==> config.mk <==
export PLATFORM = sky130hd
export DESIGN_NAME = lockstep_count_ctrl
export DESIGN_NICKNAME = d
export VERILOG_FILES = /design/src/rtl/lockstep_count_ctrl.sv
export SDC_FILE = /design/constraint.sdc
export NUM_CORES = 1
export LEC_CHECK = 0
export ABC_AREA = 1
export CAP_MARGIN = 20
export CORE_ASPECT_RATIO = 0.75
export CORE_MARGIN = 10
export CORE_UTILIZATION = 26
export DETAILED_ROUTE_END_ITERATION = 8
export PLACE_DENSITY = 0.51
export SLEW_MARGIN = 10
export SYNTH_ARGS = -nofsm -noshare
export SYNTH_HDL_FRONTEND = slang
export SYNTH_SLANG_ARGS = --single-unit
==> constraint.sdc <==
create_clock -name clk -period 1.85 [get_ports clk]
set_input_delay 0.185 -clock clk [delete_from_list [all_inputs] [get_ports clk]]
set_output_delay 0.185 -clock clk [all_outputs]
set_load 0.02 [all_outputs]
==> src/rtl/lockstep_count_ctrl.sv <==
// Sequencer for a duplicated up-counter pair: clear, count to target, compare every
// cycle, resync on disagreement and latch a fault once the retry budget is spent.
module lockstep_count_ctrl #(
  parameter int unsigned WIDTH     = 4,
  parameter int unsigned MAX_RETRY = 3,
  parameter int unsigned RW        = 2
) (
  input  logic             clk,
  input  logic             reset,
  input  logic             start,
  input  logic [WIDTH-1:0] target,
  input  logic             fault_ack,
  input  logic [WIDTH-1:0] cnt_a,
  input  logic [WIDTH-1:0] cnt_b,
  output logic             cnt_en,
  output logic             cnt_clr,
  output logic             busy,
  output logic             done,
  output logic             mismatch,
  output logic             fault,
  output logic [RW-1:0]    retry_cnt
);

  typedef enum logic [2:0] {
    S_IDLE   = 3'd0,
    S_CLEAR  = 3'd1,
    S_RUN    = 3'd2,
    S_RESYNC = 3'd3,
    S_DONE   = 3'd4,
    S_FAULT  = 3'd5
  } state_e;

  state_e           state_q, state_d;
  logic [WIDTH-1:0] tgt_q, tgt_d;
  logic [RW-1:0]    retry_q, retry_d;
  logic             clr_q, clr_d;
  logic             busy_q, busy_d;
  logic             done_q, done_d;
  logic             fault_q, fault_d;
  logic             mism_q, mism_d;
  logic             eq;
  logic             at_tgt;

  assign eq     = (cnt_a == cnt_b);
  assign at_tgt = (cnt_a == tgt_q);

  // Enable is combinational so the pair halts exactly on the target value.
  assign cnt_en = (state_q == S_RUN) && eq && !at_tgt;

  always_ff @(posedge clk) begin
    if (reset) begin
      state_q <= S_IDLE;
      tgt_q   <= '0;
      retry_q <= '0;
      clr_q   <= 1'b0;
      busy_q  <= 1'b0;
      done_q  <= 1'b0;
      fault_q <= 1'b0;
      mism_q  <= 1'b0;
    end else begin
      state_q <= state_d;
      tgt_q   <= tgt_d;
      retry_q <= retry_d;
      clr_q   <= clr_d;
      busy_q  <= busy_d;
      done_q  <= done_d;
      fault_q <= fault_d;
      mism_q  <= mism_d;
    end
  end

  // Next state plus registered outputs decoded from the upcoming state.
  always_comb begin
    state_d = state_q;
    tgt_d   = tgt_q;
    retry_d = retry_q;
    mism_d  = 1'b0;

    unique case (state_q)
      S_IDLE: begin
        if (start) begin
          state_d = S_CLEAR;
          tgt_d   = target;
          retry_d = '0;
        end
      end
      S_CLEAR, S_RESYNC: state_d = S_RUN;
      S_RUN: begin
        if (!eq) begin
          mism_d = 1'b1;
          if (retry_q == RW'(MAX_RETRY)) begin
            state_d = S_FAULT;
          end else begin
            state_d = S_RESYNC;
            retry_d = RW'(retry_q + RW'(1));
          end
        end else if (at_tgt) begin
          state_d = S_DONE;
        end
      end
      S_DONE: state_d = S_IDLE;
      S_FAULT: begin
        if (fault_ack) begin
          state_d = S_IDLE;
          retry_d = '0;
        end
      end
      default: state_d = S_IDLE;
    endcase

    clr_d   = (state_d == S_CLEAR) || (state_d == S_RESYNC);
    busy_d  = (state_d == S_CLEAR) || (state_d == S_RUN) || (state_d == S_RESYNC);
    done_d  = (state_d == S_DONE);
    fault_d = (state_d == S_FAULT);
  end

  assign cnt_clr   = clr_q;
  assign busy      = busy_q;
  assign done      = done_q;
  assign fault     = fault_q;
  assign mismatch  = mism_q;
  assign retry_cnt = retry_q;

endmodule

==> metrics.md <==
| Metric | Value |
|---|---|
| H-tree levels | `1` |
| Synthesized cell area | `818 um2` |
| Clk Latency, worst-skew pair | `between 0.2 and 0.3 ns` |
| RSZ-0062 raised after global routing | `no` |
| Diode count | `0` |
| Largest net degree at the start of global routing | `10` |
| CTS root buf | `clkbuf_8` |
| Routed len/inst | `10.9 um` |
| Share of the synthesized area in the top cell type | `around a third` |
| Worst hold slack | `approximately 0.47 ns` |
| Initial drt markers | `33` |
| Crit end category | `output port` |
| Worst setup SP type | `input pin` |
| R2R setup slack | `between 0.4 and 0.5 ns` |
| Synth area leaders | `dfxtp_1 34%, nand2_1 17%, inv_1 8.7%, a21oi_1 6.7%, nand2_2 5.4%` |
| Outcome | `finished, final reports clean` |
| Die area | `5810 um2` |
| # Post-CTS Setup Buffers | `0` |
| Minimum clock period | `between 1.5 and 2 ns` |
| Initial antenna violation count | `0` |
| Number of synthesis warnings | `0` |
| Gr ovfl total | `0` |
| Share of cells above drive strength 1 | `21.5%` |
| Synth cell types | `20` |
| Post-CTS Resized | `1` |
| Port-buffer cells | `23` |
| Leak Pwr | `0.548 nW` |
| # nets final | `177` |
| Setup-failing EPs final | `0` |
| Die Span X | `between 80 and 90 um` |
| Complex-gate fraction of the synthesized area | `11.3%` |
| Num CTS Buffers | `3` |
| Worst VDD drop | `about 0.38 mV` |
| Synth area leader | `dfxtp_1` |
| Hold Crit Class | `flop to flop` |
| Largest family of logic cells by synthesized area | `simple AND/OR/NAND/NOR gates` |
| Vias in the first global route | `776` |
| CTS tree | `built` |
| Fmax | `around 600 MHz` |
| Cell Rows | `17` |
| Gpl congestion | `between 0.7 and 0.8` |
| Via/cell ratio | `approximately 4.2` |
| Reg clk slew, reported paths | `0.06 ns` |
| Critical path type | `input pin to output port` |
| Gr usage total | `around 7.6%` |
| Final count of hold timing violations | `0` |
| Core area | `2980 um2` |
| Worst slew pin tran | `between 0.4 and 0.5 ns` |
| Area growth, synth to finish | `44.8%` |
| XOR/XNOR share of the synthesized area | `1.07%` |
| Max-slew headroom | `~68%` |
| Mux contribution to synthesized area | `0%` |
| IO Count | `24` |
| Power per cell area | `723 nW/um2` |
| Clock Tree Buf Depth | `2` |
| Register area share after synthesis | `34.3%` |
| First-pass GRT wire length | `around 3500 um` |
| Seq cells post-synth | `14` |
| Fin util | `about two fifths` |
| Final period util | `between 90% and 100%` |
| Final Max Tran Viols | `0` |
| Die Y | `between 60 and 70 um` |
| Syn avg cell area | `6.55 um2` |
| First-pass DRT Iterations | `4` |
| Hold-fix buffers, CTS | `0` |
| Worst EP required | `between 1.5 and 2 ns` |
| Post-route cell area | `between 1000 and 1500 um2` |
| Post-synthesis instance total | `125` |
| Maximum fanout along the worst path | `3` |
| Initial core utilization | `around 27%` |
| Post-route setup slack | `about 0.18 ns` |
| Clk_skew | `approximately 0.0025 ns` |
| Post-synthesis adder-cell area fraction | `~1.5%` |
| Post-DP Area | `between 1000 and 1500 um2` |
| Syn Nets | `about 140` |
| Sink Count | `14` |
| Simple-Gate Fraction of Synth Area | `~40%` |
| Detailed Route WL | `approximately 2100 um` |
| Post-route DRC | `0` |
| Post-DP HPWL | `approximately 1700 um` |
| Worst slack at placement | `-0.243 ns` |
| Critical path arrival | `between 1 and 1.5 ns` |
| Post-route ant nets | `0` |
| Max-cap violations | `0` |
| Via count | `around 800` |
-- sequential cells by signal, summed over array words and instances, names as in the netlist --
name	flops
tgt_q	4
state_q	3
retry_cnt	2
busy	1
cnt_clr	1
done	1
fault	1
mismatch	1
-- worst paths after layout --
check / startpoint / end / cells after the start
worst max-delay path: cnt_a[2] / cnt_en / 8
worst min-delay path: tgt_q[0] / tgt_q[0] / 2
worst max register to register: state_q[0] / busy / 7
worst min register to register: tgt_q[0] / tgt_q[0] / 2
-- per-layer routing --
layer | global-route usage, % | part of all wire [%]
met5 | 0 | 0
met4 | 1.23 | 0.42
met3 | 3.86 | 7.3
met2 | 11.3 | 43
met1 | 9.68 | 49
-- placed cells by master, fill, tap and decap left out, drive strengths merged, types with 2 or more instances in the layout --
cell and instances:
buf 7, nand3 6, a21oi 13, dfxtp 14
clkdlybuf4s50 22, inv 24, nand2 44, nor2 13
nor3 2, o21ai 4, clkbuf 4
-- critical path: stages --
cell and delay (ns):
clkdlybuf4s50_1 0.51, inv_1 0.07, nand2_1 0.06, nand2_1 0.07, a21oi_2 0.16, nand3_2 0.09, a21oi_1 0.15, clkbuf_2 0.19
-- through the flow --
stage / total power, W / instances / setup TNS [ns]
after global routing: 0.000912 / 196 / 0
after detailed placement: 0.000607 / 193 / -0.243
after global placement: 0.000605 / 193 / -0.181
after CTS: 0.000875 / 196 / 0
final: 0.000856 / 196 / 0
after floorplan: 0.000501 / 125 / 0
-- cells by family (layout without fill, tap and decap cells) --
kind of cell | Yosys count | count (layout)
compound gates | 17 | 17
xor+xnor | 1 | 1
fa+ha+maj | 1 | 1
buf+inv | 25 | 58
flops | 14 | 14
simple gates | 67 | 67
-- area by class of cell --
class | instances | area, um2
Sequential cell | 14 | 280
Fill cell | 314 | 1790
Inverter | 25 | 93.8
Timing Repair Buffer | 30 | 278
Multi-Input combinational cell | 86 | 444
Clock buffer | 3 | 41.3
Tap cell | 38 | 47.5
-- synthesized netlist by cell type --
cell and count:
a21oi_1 11, a21oi_2 2, clkinv_1 1, dfxtp_1 14, ha_1 1, inv_1 19, inv_2 5, nand2_1 37
nand2_2 7, nand3_1 4, nand3_2 2, nand4_1 1, nor2_1 7, nor2_2 4, nor2_4 2, nor3_1 1
nor3_4 1, nor4_1 1, o21ai_0 4, xnor2_1 1
-- where the power goes --
group	switching, W	internal, W	total (W)
Clock	0.000113	0.000144	0.000257
Sequential	0.0000190	0.000330	0.000349
Combinational	0.000138	0.000112	0.000250
Total	0.000270	0.000586	0.000856
No activity file was read; power rests on OpenSTA's default activity.
